--- src/rtl/id_regfile_sb_if.sv ---
// Decode-side bus of the register file: read ports, write-back port and load scoreboard.
// The master drives addresses/write-back/load issue; the slave returns data and hazard status.
interface id_regfile_sb_if #(
    parameter int DATA_W   = 32,
    parameter int ADDR_W   = 5,
    parameter int RD_PORTS = 2
);
    logic [RD_PORTS*ADDR_W-1:0] rd_addr;
    logic [RD_PORTS-1:0]        rd_use;
    logic [RD_PORTS*DATA_W-1:0] rd_data;
    logic [RD_PORTS-1:0]        rd_busy;
    logic                       equal;
    logic                       stall;
    logic                       wr_en;
    logic [ADDR_W-1:0]          wr_addr;
    logic [DATA_W-1:0]          wr_data;
    logic                       sb_set;
    logic [ADDR_W-1:0]          sb_addr;
    logic [ADDR_W:0]            busy_count;

    modport master (
        output rd_addr, rd_use, wr_en, wr_addr, wr_data, sb_set, sb_addr,
        input  rd_data, rd_busy, equal, stall, busy_count
    );

    modport slave (
        input  rd_addr, rd_use, wr_en, wr_addr, wr_data, sb_set, sb_addr,
        output rd_data, rd_busy, equal, stall, busy_count
    );
endinterface

--- src/rtl/id_regfile_sb.sv ---
// Decode-stage register file with write-back bypass, branch-compare flag and a
// per-register load scoreboard that produces the load-use stall.
module id_regfile_sb #(
    parameter int DATA_W   = 32,
    parameter int ADDR_W   = 5,
    parameter int RD_PORTS = 2
) (
    input  logic           clk,
    input  logic           reset_n,
    id_regfile_sb_if.slave bus
);
    localparam int DEPTH = 1 << ADDR_W;
    localparam int CNT_W = ADDR_W + 1;

    function automatic logic [CNT_W-1:0] popcount(input logic [DEPTH-1:0] v);
        logic [CNT_W-1:0] n;
        n = '0;
        for (int i = 0; i < DEPTH; i++) begin
            n = n + CNT_W'(v[i]);
        end
        return n;
    endfunction

    logic [DATA_W-1:0]          regs_q [DEPTH];
    logic [DEPTH-1:0]           busy_q, busy_d;
    logic [CNT_W-1:0]           cnt_q, cnt_d;
    logic                       wr_act, sb_act;
    logic [RD_PORTS*DATA_W-1:0] rd_data_w;
    logic [RD_PORTS-1:0]        rd_busy_w;

    assign wr_act = bus.wr_en  && (bus.wr_addr != '0);
    assign sb_act = bus.sb_set && (bus.sb_addr != '0);

    // Set is applied after clear so a new load replaces the one completing.
    always_comb begin
        busy_d = busy_q;
        if (wr_act) busy_d[bus.wr_addr] = 1'b0;
        if (sb_act) busy_d[bus.sb_addr] = 1'b1;
        busy_d[0] = 1'b0;
        cnt_d = popcount(busy_d);
    end

    always_ff @(posedge clk) begin
        if (!reset_n) begin
            busy_q <= '0;
            cnt_q  <= '0;
        end else begin
            busy_q <= busy_d;
            cnt_q  <= cnt_d;
        end
    end

    always_ff @(posedge clk) begin
        if (!reset_n) begin
            for (int i = 0; i < DEPTH; i++) begin
                regs_q[i] <= '0;
            end
        end else if (wr_act) begin
            regs_q[bus.wr_addr] <= bus.wr_data;
        end
    end

    // A completing write is forwarded, so its register must not report busy.
    for (genvar p = 0; p < RD_PORTS; p++) begin : g_rd
        logic [ADDR_W-1:0] addr;
        logic              hit;
        assign addr = bus.rd_addr[p*ADDR_W +: ADDR_W];
        assign hit  = bus.wr_en && (bus.wr_addr == addr);
        assign rd_data_w[p*DATA_W +: DATA_W] = (addr == '0) ? '0 :
                                               hit ? bus.wr_data : regs_q[addr];
        assign rd_busy_w[p] = (addr != '0) && busy_q[addr] && !hit;
    end

    assign bus.rd_data    = rd_data_w;
    assign bus.rd_busy    = rd_busy_w;
    assign bus.equal      = (rd_data_w[DATA_W-1:0] == rd_data_w[2*DATA_W-1:DATA_W]);
    assign bus.stall      = |(bus.rd_use & rd_busy_w);
    assign bus.busy_count = cnt_q;
endmodule

--- src/flat_wrapper.sv ---
// flat-port wrapper written by rule: the top's interface ports become plain ports
module id_regfile_sb_flat 
#(
    parameter int DATA_W   = 32,
    parameter int ADDR_W   = 5,
    parameter int RD_PORTS = 2
)
  (clk, reset_n, bus_rd_addr, bus_rd_use, bus_wr_en, bus_wr_addr, bus_wr_data, bus_sb_set, bus_sb_addr, bus_rd_data, bus_rd_busy, bus_equal, bus_stall, bus_busy_count);
  id_regfile_sb_if #(.DATA_W(DATA_W), .ADDR_W(ADDR_W), .RD_PORTS(RD_PORTS)) bus_i ();
  input  logic clk;
  input  logic reset_n;
  input wire logic [$bits(bus_i.rd_addr)-1:0] bus_rd_addr;
  input wire logic [$bits(bus_i.rd_use)-1:0] bus_rd_use;
  input wire logic [$bits(bus_i.wr_en)-1:0] bus_wr_en;
  input wire logic [$bits(bus_i.wr_addr)-1:0] bus_wr_addr;
  input wire logic [$bits(bus_i.wr_data)-1:0] bus_wr_data;
  input wire logic [$bits(bus_i.sb_set)-1:0] bus_sb_set;
  input wire logic [$bits(bus_i.sb_addr)-1:0] bus_sb_addr;
  output wire logic [$bits(bus_i.rd_data)-1:0] bus_rd_data;
  output wire logic [$bits(bus_i.rd_busy)-1:0] bus_rd_busy;
  output wire logic [$bits(bus_i.equal)-1:0] bus_equal;
  output wire logic [$bits(bus_i.stall)-1:0] bus_stall;
  output wire logic [$bits(bus_i.busy_count)-1:0] bus_busy_count;
  assign bus_i.rd_addr = bus_rd_addr;
  assign bus_i.rd_use = bus_rd_use;
  assign bus_i.wr_en = bus_wr_en;
  assign bus_i.wr_addr = bus_wr_addr;
  assign bus_i.wr_data = bus_wr_data;
  assign bus_i.sb_set = bus_sb_set;
  assign bus_i.sb_addr = bus_sb_addr;
  assign bus_rd_data = bus_i.rd_data;
  assign bus_rd_busy = bus_i.rd_busy;
  assign bus_equal = bus_i.equal;
  assign bus_stall = bus_i.stall;
  assign bus_busy_count = bus_i.busy_count;
  id_regfile_sb #(.DATA_W(DATA_W), .ADDR_W(ADDR_W), .RD_PORTS(RD_PORTS)) u_core (.clk(clk), .reset_n(reset_n), .bus(bus_i));
endmodule
--- config.mk ---
export PLATFORM = sky130hd
export DESIGN_NAME = id_regfile_sb_flat
export DESIGN_NICKNAME = d
export VERILOG_FILES = /design/src/rtl/id_regfile_sb_if.sv /design/src/rtl/id_regfile_sb.sv /design/src/flat_wrapper.sv
export SDC_FILE = /design/constraint.sdc
export NUM_CORES = 2
export LEC_CHECK = 0
export ABC_AREA = 1
export CAP_MARGIN = 20
export CORE_MARGIN = 5
export CORE_UTILIZATION = 40
export CTS_CLUSTER_SIZE = 25
export DETAILED_ROUTE_END_ITERATION = 16
export SLEW_MARGIN = 40
export SYNTH_ARGS = -nofsm -noshare
export SYNTH_HDL_FRONTEND = slang
export SYNTH_SLANG_ARGS = --single-unit
export TNS_END_PERCENT = 1
--- constraint.sdc ---
create_clock -name clk -period 18.99 [get_ports clk]
set_clock_uncertainty 0.2 [all_clocks]
set_input_delay 2.8485 -clock clk [delete_from_list [all_inputs] [get_ports clk]]
set_output_delay 2.8485 -clock clk [all_outputs]
set_load 0.02 [all_outputs]
---- Yosys cells after proc, flatten, opt, wreduce, memory -nomap -nowiden ----
Memories as Yosys holds them, arrays and structs flattened.
Cells that the tools add are included.
word-level totals
  flip-flop bits (word level) ............. 38
  RAM bits ................................ 1024
  input bits .............................. 58
  output and inout port bits .............. 74
  memories kept ........................... 1
operators by class
  add/sub/neg operators ................... 30
  order comparisons ....................... 6
  equal/unequal tests ..................... 3
  mux-type cells .......................... 21
  bitwise logic cells ..................... 4
  reduce and logical (&&, ||, !) cells .... 20
memories
  name           depth  width  read ports  clocked after Yosys merged registers in  write ports  RTL line             text
  u_core.regs_q  32     32     2           0                                        32           id_regfile_sb.sv:24  logic [DATA_W-1:0] regs_q [DEPTH];
operators with widths
  kind                  number
  $mux W32              7
  $add A6 B1 Y6         29
  $and A32 B32 Y32      1
  $eq A32 B32 Y1        1
  $not A32 Y32          1
  $or A32 B32 Y32       1
  $reduce_or A32 Y1     1
  $lt A5 B6 Y1 const B  4
  $reduce_bool A5 Y1    4
  $bmux W1 S5           2
  $demux W1 S5          2
  $eq A5 B5 Y1          2
  $ge A5 B1 Y1 const B  2
  $logic_and A1 B1 Y1   10
  $logic_not A5 Y1      2
  $mux W1               9
  $mux W5               1
  $add A1 B1 Y2         1
  $and A2 B2 Y2         1
  $logic_not A1 Y1      2
  $reduce_or A2 Y1      1

---- Depth between registers and ports, before layout ----
  depth in word-level cells ............... 39
  gate-level depth with buffers ........... 27

---- Least setup slack after synthesis ----
No wires, ideal clock.
  path kind ............................... input -> register
  start point ............................. in bus_wr_en
  end point ............................... reg u_core.cnt_q[4] (netlist: u_core.bus.busy_count[4])
  arrival ................................. 7.781 ns
  required time ........................... 18.670 ns
  path slack .............................. 10.890 ns
  stages on the path ...................... 21
  buffers on the path ..................... 1
  cell sequence ........................... buf_2 > inv_1 > nor2_1 > inv_1 > nor4_1 > nor2_1 > a21oi_1 > fa_1 > fa_1 > fa_1 > fa_1 > fa_1 > fa_1 > inv_1 > ha_1 > inv_1 > fa_1 > o21bai_1 > a21oi_1 > o21ai_0 > a21oi_1
on the way
  word-level cells in the longest chain between the ends .. 34
RTL lines
  item                              RTL line             text
  start: declaration                flat_wrapper.sv:14   input wire logic [$bits(bus_i.wr_en)-1:0] bus_wr_en;
  $logic_and A1 B1 Y1 *             id_regfile_sb.sv:31  assign wr_act = bus.wr_en && (bus.wr_addr != '0);
  $mux W32 *                        id_regfile_sb.sv:37  if (wr_act) busy_d[bus.wr_addr] = 1'b0;
  $or A32 B32 Y32 (no source line)  n/a
  $mux W32 *                        id_regfile_sb.sv:38  if (sb_act) busy_d[bus.sb_addr] = 1'b1;
  $add A1 B1 Y2                     id_regfile_sb.sv:19  n = n + CNT_W'(v[i]);
  $add A6 B1 Y6 (28 in a row)       id_regfile_sb.sv:19
  $add A6 B1 Y6 *                   id_regfile_sb.sv:19
  end signal: assignment            id_regfile_sb.sv:49  cnt_q <= cnt_d;
  end: declaration                  id_regfile_sb.sv:26  logic [CNT_W-1:0] cnt_q, cnt_d;
Mark *: on every way between the ends. The rest lies on a longest branch, timed or not.
A chain may end at the register's enable or synchronous reset.

---- Final worst setup path ----
  start point ............................. in bus_rd_addr[5]
  end point ............................... out bus_equal
on the way
  word-level cells in the longest chain between the ends .. 5
  elaborated cells on any way between the ends .. 7
  those cells by class .................... 2 x eq/ne; 2 x mux; 2 x reduce/logical; 1 x memory
RTL lines
  item                                                     RTL line             text
  start: declaration                                       flat_wrapper.sv:12   input wire logic [$bits(bus_i.rd_addr)-1:0] bus_rd_addr;
  branches (longest 3 deep; another with $mem_v2 Z32 W32)  n/a
  $mux W32 *                                               id_regfile_sb.sv:69  assign rd_data_w[p*DATA_W +: DATA_W] = (addr == '0) ? '0 :
  $eq A32 B32 Y1 *                                         id_regfile_sb.sv:76  assign bus.equal = (rd_data_w[DATA_W-1:0] == rd_data_w[2*DATA_W-1:DATA_W]);
  end: declaration                                         flat_wrapper.sv:21   output wire logic [$bits(bus_i.equal)-1:0] bus_equal;
Mark *: on every way between the ends.

==> flow_metrics.tcl <==
set metrics [dict create \
    synth_top_area_frac 0.485 \
    path_max_fanout 122 \
    final_area_sq_um 70300 \
    syn_area_sq_um 63400 \
    numCtsBuffers 119 \
    synthFlopType "edfxtp_1" \
    cp_num_buf_inv 6 \
    wirelength_microns 269000 \
    initial_core_util 0.401 \
    core_sq_um 158000 \
    async_flop_share 0 \
    viasPerCell 5.88 \
    reg2reg_from "u_core.busy_q[21]$_SDFF_PN0_" \
    nets 8316 \
    wire_per_inst_microns 25.9 \
    fin_crit_sh 0.608 \
    drc 0 \
    min_path_type "reg -> reg" \
    worst-path-stages 21 \
    drive_above_1_share 0.0541 \
    yosys_register_bits 1061 \
    portBuffers 131 \
    htreeDepth 3 \
    cts_tree "built" \
    tns_ps 0 \
    hold_violations 0 \
    cp-start-kind "primary input" \
    cts_buffer_depth 3 \
    post_cts_buffers 0 \
    r2r_end "u_core.bus.busy_count[4]$_SDFF_PN0_" \
    yosysWarnings 0 \
    synth-edff-count 1024 \
    fmax_ghz 0.0867 \
    grt_max_degree 200 \
    row_count 146 \
    antenna_found_initial 4 \
    grt_pass1_wl_microns 382000 \
    ys_seq_area_frac 0.497 \
    grt_usage 0.309 \
    place_area_sq_um 66200 \
    postSynthCellCount 8457 \
    crit_slowest_cell "buf_4" \
    dr.pass1.iters 6 \
    finalSetupViolCount 0 \
    p_per_area_nw_per_um2 87.2 \
    drv_cap 0 \
    cts_hold_buffers 0 \
    final_max_slew_viol_count 0 \
    first_global_vias 56800 \
    root_buffer "clkbuf_16" \
    detailed_place_hpwl_microns 150000 \
    crit_family "buffers and inverters" \
    period_needed_ps 11540 \
    routabilityCongestion 0.991 \
    num_vias 61100 \
    die_y_microns 408 \
    max_stage_delay_ps 750 \
    p_leak_nw 30.7 \
    tightestPinTransition_ps 953 \
    io_pins 132 \
    cts.reportedPaths.clkPinSlew_ps 60 \
    worstSetupStartpoint "bus_rd_addr[5]" \
    detail-route-antenna-nets 0 \
    cp.required_ps 15940 \
    reg2reg_depth 16 \
    die_x_microns 408 \
    slew_headroom 0.364 \
    yosysTopAreaCell "edfxtp_1" \
    synth.distinct_cells 42 \
    ir_worst_vdd_mv 0.0713 \
    rsz0062_at_grt "false" \
    end_kind "primary output" \
    cts_resized 0 \
    outcome "finished clean" \
    netlist_top_cells_area "edfxtp_1 (48%), nand2_1 (15%), nand3_1 (9.8%), nor2_1 (8.0%), inv_1 (5.0%)" \
    hp-start "u_core.busy_q[4]$_SDFF_PN0_" \
    areaGrowthSynthToFinish_pct 10.9 \
    clkLatencyLatePin_ps 740 \
    cp.arrival_ps 8490 \
    avgSynthCellArea_sq_um 7.50 \
    grt_overflow 0 \
    rrSetupSlack_ps 13770 \
    cp_cell_sequence "buf_8 -> buf_4 -> buf_4 -> buf_4 -> nand2_1 -> nand3_1 -> nand3_1 -> nand2_1 -> nand2_1 -> nand2_1 -> nand3_1 -> nand2_1 -> inv_1 -> nand2_1 -> nand2_1 -> nor2_1 -> nand2_1 -> nor2_1 -> nand2_1 -> nor2_1 -> clkdlybuf4s50_1" \
    crit_type "in -> out" \
    die_area_sq_um 167000 \
    crit_path_frequent_cell "nand2_1" \
    cts.sinks 1061 \
    drtIter0Drc 9073 \
    crit_end "bus_equal" \
]
sequential cells by signal, summed over array words and instances, names as in the netlist:
register and cells:
u_core.busy_q 31, u_core.bus.busy_count 6, u_core.regs_q 1024
how the worst min path moves through the flow:
stage,cells past startpoint,end
6_report,2,u_core.busy_q[4]$_SDFF_PN0_
5_1_grt,2,u_core.busy_q[4]$_SDFF_PN0_
4_1_cts,2,u_core.busy_q[4]$_SDFF_PN0_
3_5_place_dp,2,u_core.busy_q[4]$_SDFF_PN0_
3_3_place_gp,2,u_core.busy_q[4]$_SDFF_PN0_
2_1_floorplan,2,u_core.busy_q[4]$_SDFF_PN0_
per-stage QoR:
step                      setup slack (ps)  hold WS [ps]  utilization  power (mW)  cells
after floorplan                      10890           261            -        3.37   8488
after global placement                7780           286        0.417        3.75  10200
after detailed placement              7780           289        0.419        3.76  10200
after CTS                             7780           299        0.444        6.11  10400
after global routing                  7240           324        0.445        6.31  10400
final                                 7450           308        0.445        6.13  10400
area by class of cell:
type	count	area, sq um
Fill cell	15400	87700
Multi-Input combinational cell	5902	26300
Clock inverter	57	672
Antenna cell	2	5.00
Inverter	865	3290
Tap cell	2072	2590
Clock buffer	158	3220
Sequential cell	1061	31500
Timing Repair Buffer	277	2770
kinds of logic (layout without fill, tap and decap cells):
group                      Yosys count  after routing  synth area share
other                                1             34         0.0000591
AOI/OAI and AO/OA                  649            649            0.0614
adders and majority gates           32             32           0.00904
DFF                               1061           1061             0.497
xor gates and xnor gates             1              1          0.000138
and+or+nand+nor                   5188           5188             0.334
buffers and inverters             1525           1357            0.0992
cells in the mapped netlist, drive strengths merged (9+ instances only):
library cell	count
nand2	2541
nor2	1354
nand3	1247
edfxtp	1024
inv	864
buf	383
clkbuf	277
a21oi	230
o211ai	229
o21ai	159
dfxtp	37
or2	26
fa	23
nor3	11
ha	9
where the power goes:
part | total [mW] | switching, mW | internal (mW)
registers | 2.74 | 0.0485 | 2.69
clock network | 2.38 | 0.999 | 1.38
logic | 1.01 | 0.745 | 0.265
cells in the final DEF, fill, tap and decap left out, types with 120 or more instances in the layout:
master / Yosys / final
nor2_1: 1349 / 1345
a21oi_1: 230 / 229
o211ai_1: 229 / 229
nand2_1: 2541 / 2497
clkbuf_16: 0 / 122
clkdlybuf4s50_1: 0 / 120
o21ai_0: 155 / 155
edfxtp_1: 1024 / 1024
inv_1: 847 / 837
nand3_1: 1246 / 1229
routing by layer:
layer / vias up / wire (microns) / GRT usage
li1: 26800 / - / -
met1: 28900 / 98100 / 0.395
met2: 4389 / 117000 / 0.475
met3: 975 / 33300 / 0.0679
met4: 4 / 20000 / 0.199
met5: - / 20 / 0
worst reg2reg max path: stages, from the launching register on:
cell,delay (ps)
dfxtp_1,320
o21ai_0,70
a21boi_0,370
fa_1,530
fa_1,530
fa_1,450
fa_1,570
fa_1,430
fa_1,430
inv_1,60
ha_1,170
inv_1,70
fa_1,460
o21bai_1,170
a21oi_1,90
o21ai_0,140
a21oi_1,50
No activity file was read; power rests on OpenSTA's default activity.
